<file path="config.mk">
export PLATFORM = sky130hd
export DESIGN_NAME = dsi_lane_hs_sequencer
export DESIGN_NICKNAME = d
export VERILOG_FILES = /design/src/rtl/dsi_lane_hs_sequencer.sv
export SDC_FILE = /design/constraint.sdc
export NUM_CORES = 1
export LEC_CHECK = 0
export BUFFER_PORTS_ARGS = -buffer_cell sky130_fd_sc_hd__buf_2
export CELL_PAD_IN_SITES_DETAIL_PLACEMENT = 1
export CELL_PAD_IN_SITES_GLOBAL_PLACEMENT = 2
export CORE_MARGIN = 2
export CORE_UTILIZATION = 39
export CTS_CLUSTER_SIZE = 24
export DETAILED_ROUTE_END_ITERATION = 10
export GPL_TIMING_DRIVEN = 0
export PLACE_DENSITY_LB_ADDON = 0.15
export SLEW_MARGIN = 25
export SYNTH_ARGS = -nofsm -noshare
export SYNTH_HDL_FRONTEND = slang
export SYNTH_SLANG_ARGS = --single-unit
</file>
<file path="constraint.sdc">
create_clock -name I_clk -period 6.9 [get_ports I_clk]
set_clock_uncertainty 0.2 [all_clocks]
set_input_delay 1.725 -clock I_clk [delete_from_list [all_inputs] [get_ports I_clk]]
set_output_delay 1.725 -clock I_clk [all_outputs]
set_load 0.005 [all_outputs]
</file>
<file path="src/rtl/dsi_lane_hs_sequencer.sv">
// dsi_lane_hs_sequencer
// Sequences the LP-to-HS entry and HS-to-LP exit of a MIPI DSI data lane
// around every high-speed burst, and grants the requester a payload window.
//
// Ports:
//   I_clk        byte clock (only clock)
//   RST          asynchronous active-high reset
//   I_hs_req     level request for an HS burst (sampled in IDLE only)
//   I_hs_done    last payload byte on the bus (sampled in DATA only)
//   O_hs_rdy     requester may drive payload bytes
//   O_sync       one-cycle pulse: output stage sends sync byte 0xB8
//   O_hs_oe      HS driver enable
//   O_hs_zero    output stage forces HS-0 (zero and trail phases)
//   O_lp_dp/dn   data-lane LP line levels
//   O_busy       sequencer not in IDLE
//   O_clk_lp_p/n, O_clk_hs_oe  clock-lane control (DSI_SEQ_CLK_LANE_EN only)
//
// Build option: define DSI_SEQ_CLK_LANE_EN to also sequence the clock lane.
// Without it the clock lane is assumed continuous HS and owned elsewhere.
// All timing parameters are in byte-clock cycles; a value of 0 acts as 1.

module dsi_lane_hs_sequencer #(
  parameter logic [7:0] T_LPX        = 8'd4,
  parameter logic [7:0] T_HS_PREPARE = 8'd3,
  parameter logic [7:0] T_HS_ZERO    = 8'd10,
  parameter logic [7:0] T_HS_TRAIL   = 8'd5,
  parameter logic [7:0] T_HS_EXIT    = 8'd6
`ifdef DSI_SEQ_CLK_LANE_EN
  ,
  parameter logic [7:0] T_CLK_PREPARE = 8'd3,
  parameter logic [7:0] T_CLK_ZERO    = 8'd20,
  parameter logic [7:0] T_CLK_PRE     = 8'd2,
  parameter logic [7:0] T_CLK_POST    = 8'd8,
  parameter logic [7:0] T_CLK_TRAIL   = 8'd4
`endif
) (
  input  logic I_clk,
  input  logic RST,
  input  logic I_hs_req,
  input  logic I_hs_done,
  output logic O_hs_rdy,
  output logic O_sync,
  output logic O_hs_oe,
  output logic O_hs_zero,
  output logic O_lp_dp,
  output logic O_lp_dn,
  output logic O_busy
`ifdef DSI_SEQ_CLK_LANE_EN
  ,
  output logic O_clk_lp_p,
  output logic O_clk_lp_n,
  output logic O_clk_hs_oe
`endif
);

  localparam int unsigned CNT_W = 8;

  typedef enum logic [3:0] {
    S_IDLE,
    S_LP01,
    S_LP00,
    S_HS_ZERO,
    S_SYNC,
    S_DATA,
    S_TRAIL,
    S_EXIT
`ifdef DSI_SEQ_CLK_LANE_EN
    ,
    S_CLK_LP01,
    S_CLK_LP00,
    S_CLK_ZERO,
    S_CLK_PRE,
    S_CLK_POST,
    S_CLK_TRAIL
`endif
  } state_t;

  typedef struct packed {
    logic hs_rdy;
    logic sync;
    logic hs_oe;
    logic hs_zero;
    logic lp_dp;
    logic lp_dn;
    logic busy;
`ifdef DSI_SEQ_CLK_LANE_EN
    logic clk_lp_p;
    logic clk_lp_n;
    logic clk_hs_oe;
`endif
  } outs_t;

  state_t             state;
  logic [CNT_W-1:0]   cnt;
  outs_t              outs;

  // Counter preload for a timed state: duration-1, with 0 treated as 1.
  function automatic logic [CNT_W-1:0] dur(input logic [7:0] p);
    return (p == 8'd0) ? CNT_W'(0) : CNT_W'(p - 8'd1);
  endfunction

  function automatic logic [CNT_W-1:0] load(input state_t s);
    case (s)
      S_LP01:      return dur(T_LPX);
      S_LP00:      return dur(T_HS_PREPARE);
      S_HS_ZERO:   return dur(T_HS_ZERO);
      S_TRAIL:     return dur(T_HS_TRAIL);
      S_EXIT:      return dur(T_HS_EXIT);
`ifdef DSI_SEQ_CLK_LANE_EN
      S_CLK_LP01:  return dur(T_LPX);
      S_CLK_LP00:  return dur(T_CLK_PREPARE);
      S_CLK_ZERO:  return dur(T_CLK_ZERO);
      S_CLK_PRE:   return dur(T_CLK_PRE);
      S_CLK_POST:  return dur(T_CLK_POST);
      S_CLK_TRAIL: return dur(T_CLK_TRAIL);
`endif
      default:     return CNT_W'(0);
    endcase
  endfunction

  // Transition function; timed states leave when the counter hits 0.
  function automatic state_t next_state(input state_t s, input logic [CNT_W-1:0] c,
                                        input logic req, input logic done);
    logic last;
    last = (c == CNT_W'(0));
    case (s)
`ifdef DSI_SEQ_CLK_LANE_EN
      S_IDLE:      return req ? S_CLK_LP01 : S_IDLE;
      S_CLK_LP01:  return last ? S_CLK_LP00 : s;
      S_CLK_LP00:  return last ? S_CLK_ZERO : s;
      S_CLK_ZERO:  return last ? S_CLK_PRE : s;
      S_CLK_PRE:   return last ? S_LP01 : s;
      S_TRAIL:     return last ? S_CLK_POST : s;
      S_CLK_POST:  return last ? S_CLK_TRAIL : s;
      S_CLK_TRAIL: return last ? S_EXIT : s;
`else
      S_IDLE:      return req ? S_LP01 : S_IDLE;
      S_TRAIL:     return last ? S_EXIT : s;
`endif
      S_LP01:      return last ? S_LP00 : s;
      S_LP00:      return last ? S_HS_ZERO : s;
      S_HS_ZERO:   return last ? S_SYNC : s;
      S_SYNC:      return S_DATA;
      S_DATA:      return done ? S_TRAIL : S_DATA;
      S_EXIT:      return last ? S_IDLE : s;
      default:     return S_IDLE;
    endcase
  endfunction

  // Reload on every state change, otherwise count down and hold at 0.
  function automatic logic [CNT_W-1:0] next_cnt(input state_t s, input logic [CNT_W-1:0] c,
                                                input logic req, input logic done);
    state_t nx;
    nx = next_state(s, c, req, done);
    if (nx != s) return load(nx);
    return (c == CNT_W'(0)) ? CNT_W'(0) : c - CNT_W'(1);
  endfunction

  // Output decode of a state; registered against the state it is entered with.
  function automatic outs_t decode(input state_t s);
    outs_t o;
    o       = '0;
    o.lp_dp = 1'b1;
    o.lp_dn = 1'b1;
    o.busy  = (s != S_IDLE);
`ifdef DSI_SEQ_CLK_LANE_EN
    o.clk_lp_p = 1'b1;
    o.clk_lp_n = 1'b1;
`endif
    case (s)
      S_LP01:    begin o.lp_dp = 1'b0; end
      S_LP00:    begin o.lp_dp = 1'b0; o.lp_dn = 1'b0; end
      S_HS_ZERO,
      S_TRAIL:   begin o.lp_dp = 1'b0; o.lp_dn = 1'b0; o.hs_oe = 1'b1; o.hs_zero = 1'b1; end
      S_SYNC:    begin o.lp_dp = 1'b0; o.lp_dn = 1'b0; o.hs_oe = 1'b1; o.sync = 1'b1; end
      S_DATA:    begin o.lp_dp = 1'b0; o.lp_dn = 1'b0; o.hs_oe = 1'b1; o.hs_rdy = 1'b1; end
      default:   ;
    endcase
`ifdef DSI_SEQ_CLK_LANE_EN
    // Clock lane is HS from CLK_ZERO until CLK_TRAIL ends, LP elsewhere.
    case (s)
      S_CLK_LP01: o.clk_lp_p = 1'b0;
      S_CLK_LP00: begin o.clk_lp_p = 1'b0; o.clk_lp_n = 1'b0; end
      S_IDLE,
      S_EXIT:     ;
      default:    begin o.clk_lp_p = 1'b0; o.clk_lp_n = 1'b0; o.clk_hs_oe = 1'b1; end
    endcase
`endif
    return o;
  endfunction

  // Sequencer state, phase counter and registered outputs.
  always_ff @(posedge I_clk or posedge RST) begin
    if (RST) begin
      state <= S_IDLE;
      cnt   <= '0;
      outs  <= decode(S_IDLE);
    end else begin
      state <= next_state(state, cnt, I_hs_req, I_hs_done);
      cnt   <= next_cnt(state, cnt, I_hs_req, I_hs_done);
      outs  <= decode(next_state(state, cnt, I_hs_req, I_hs_done));
    end
  end

  assign O_hs_rdy  = outs.hs_rdy;
  assign O_sync    = outs.sync;
  assign O_hs_oe   = outs.hs_oe;
  assign O_hs_zero = outs.hs_zero;
  assign O_lp_dp   = outs.lp_dp;
  assign O_lp_dn   = outs.lp_dn;
  assign O_busy    = outs.busy;
`ifdef DSI_SEQ_CLK_LANE_EN
  assign O_clk_lp_p  = outs.clk_lp_p;
  assign O_clk_lp_n  = outs.clk_lp_n;
  assign O_clk_hs_oe = outs.clk_hs_oe;
`endif

endmodule
</file>
==> impl_metrics.ini <==
[synth]
yosys_warnings = 0
synth_fa_ha_area_share_pct = 1.16
synth-compound-area-share_pct = 19.4
postSynthNetCount = 113
synthSimpleGateAreaFrac_pct = 22.0
yosysSeqAreaShare_pct = 44.2
yosys.area.top_type = dfrtp_1
synth_seq_cells = 19
synth.cell_area_um2 = 1080
synth_ff_type = dfrtp_1
ys_types = 45
synth.area.top_cells = dfrtp_1 39%, dfstp_2 4.9%, buf_6 4.2%
synth_edf_count = 0
synth.area.mux_share_pct = 1.97
synth_top_family_by_area = simple AND/OR/NAND/NOR gates
synth_top_area_share_pct = 39.4
async_flop_share_pct = 100
syn_area_per_cell_um2 = 10.0
synth_xor_area_share_pct = 3.24
synth_cells = 108

[route]
num_vias = 831
drt-total-wl_um = 2470
vias_per_cell = 5.43
drc_errors = 0
antenna_left = 0
routedWlPerCell_um = 16.1
initialDrtViolationCount = 6
dr.pass1.iters = 4

[sta]
finalSetupTns_ns = 0
period_share_pct = 45.0
final_max_slew_viol_count = 0
setup_viol = 0
rsz0062_at_grt = no
final_hold_viol_count = 0
slew_headroom_pct = 49.9
max_freq_ghz = 0.322
tightest_slew_ns = 0.751
min_period_ns = 3.10

[clocking]
cts_tree = done
cts.sinks = 19
cts_hold_buf = 0
clk_pin_slew_ns = 0.11
cts_resized = 0
root_buffer = clkbuf_4
cts_buffers = 3
post_cts_buffers = 0
clock_latency_ns = 0.29
ctsHtreeMaxLevel = 1
clock_path_buffers = 2

[pwr]
power.density_nw_per_um2 = 435
power_leakage_nw = 0.541
ir_drop_uv = 214
power_w = 0.000520

[worst_setup_path]
critPathLaunchType = input pin
r2r-end = O_hs_oe
cp.arrival_ns = 3.14
end_kind = flop
r2r-start = cnt[0]
cp_data_required_time_ns = 6.93
r2r_cells = 9
worstPathMaxFanout = 9
reg2reg_slack_ns = 4.26
worstSetupPathType = input pin to flop

[final_layout]
utilization_pct = 44.5
drive_gt1_share_pct = 24.6
area_growth_pct = 10.6
diodes = 0
layout.nets = 128

[global_route]
grt_pass1_wl_um = 4210
overflow = 0
grtUsageTotal_pct = 17.2
antenna_found_initial = 0
grt_pass1_vias = 814
grt_max_degree = 20

[flow_run]
drv_cap = 0

[die]
die-area_um2 = 3210
io_pins = 11
initial_utilization_pct = 40.2
fp-row-count = 19
die_h_um = 56.7
core_area_um2 = 2690
die_w_um = 56.7

[place]
io_buffer_count = 10
hpwl_um = 1900
gp_congestion = 0.723

[hold_path]
worstHoldPathType = flop to flop
hp-start = cnt[7]
holdPathEnd = cnt[7]
whs_path_depth = 2

[outcome]
outcome = complete, no violations
logic make-up (layout without fill, tap and decap cells):
| logic type | after synthesis | in the layout |
|---|---|---|
| other | 1 | 1 |
| buffers and inverters | 12 | 26 |
| and+or+nand+nor | 43 | 43 |
| DFF | 19 | 19 |
| AOI/OAI and AO/OA | 26 | 26 |
| muxes | 2 | 2 |
| adders and majority gates | 1 | 1 |
| xor gates and xnor gates | 4 | 4 |
worst max-delay path by stage:
stage               endpoint  startpoint  slack [ns]  depth (start not counted)
CTS                  O_lp_dn    I_hs_req        3.78                          7
global placement     O_lp_dn    I_hs_req        3.47                          7
global route          cnt[0]   I_hs_done        3.68                          7
detailed placement   O_lp_dn    I_hs_req        3.47                          7
floorplan            O_lp_dn    I_hs_req        3.66                          6
finish               O_lp_dn    I_hs_req        3.80                          7
cell type report:
cell class,instances,area [µm²]
fill,322,1490
inverter,6,22.5
clock buffer,4,26.3
sequential,19,478
buffer,6,60.1
multi-input combinational,77,520
timing repair buffer,10,50.0
tap,31,38.8
worst max-delay path, stage by stage:
cell and delay, ns:
buf_2 0.10, nor3_1 0.27, a2111oi_4 0.11, a311o_2 0.33, buf_6 0.14, mux2_1 0.29, o21a_1 0.17
registers in the layout, indices dropped and copies added, names as in the netlist:
| register | count |
|---|---|
| state | 4 |
| O_busy | 1 |
| O_hs_rdy | 1 |
| O_lp_dp | 1 |
| cnt | 8 |
| O_lp_dn | 1 |
| O_sync | 1 |
| O_hs_oe | 1 |
| O_hs_zero | 1 |
cells in the mapped netlist, types with 2 or more instances:
cell	n
nor2_1	12
inv_1	6
nand2b_1	2
nand2_1	9
o21ai_1	2
dfstp_2	2
buf_6	4
clkbuf_4	2
and2_1	2
o21ai_0	4
dfrtp_1	17
a21oi_1	5
o31ai_1	2
xnor2_1	3
nand3_1	4
nor3_1	3
layer usage:
metal  global-route usage, %  vias to the layer above  part of all wire, %
met3                    2.76                        2                  1.7
li1                        -                      408                    -
met2                    27.1                        6                   49
met5                       0                        -                    0
met4                    4.08                        0                 0.69
met1                    24.7                      415                   48
cells in the final DEF, fill, tap and decap left out, types with 2 or more instances in the layout:
cell type,synthesis,routed
nand2b_1,2,2
inv_1,6,6
o21ai_1,2,2
nand2_1,9,9
xnor2_1,3,3
nor3_1,3,3
buf_6,4,4
buf_2,0,10
dfstp_2,2,2
clkbuf_4,2,5
a21oi_1,5,5
o31ai_1,2,2
dfrtp_1,17,17
o21ai_0,4,4
nor2_1,12,12
and2_1,2,2
nand3_1,4,4
power breakdown:
group	total (W)	switching (W)	internal, W
clock	0.0000554	0.0000330	0.0000224
sequential	0.000177	0.0000285	0.000148
combinational	0.000288	0.000159	0.000129
through the flow:
stage / worst slack (ns) / instances / area (µm²) / hold slack (ns)
2_1_floorplan: 3.66 / 108 / 1080 / 0.332
3_3_place_gp: 3.47 / 149 / 1170 / 0.368
3_5_place_dp: 3.47 / 149 / 1170 / 0.373
4_1_cts: 3.78 / 153 / 1200 / 0.399
5_1_grt: 3.68 / 153 / 1200 / 0.427
6_report: 3.80 / 153 / 1200 / 0.390
Power figures use the tool's default switching activity.
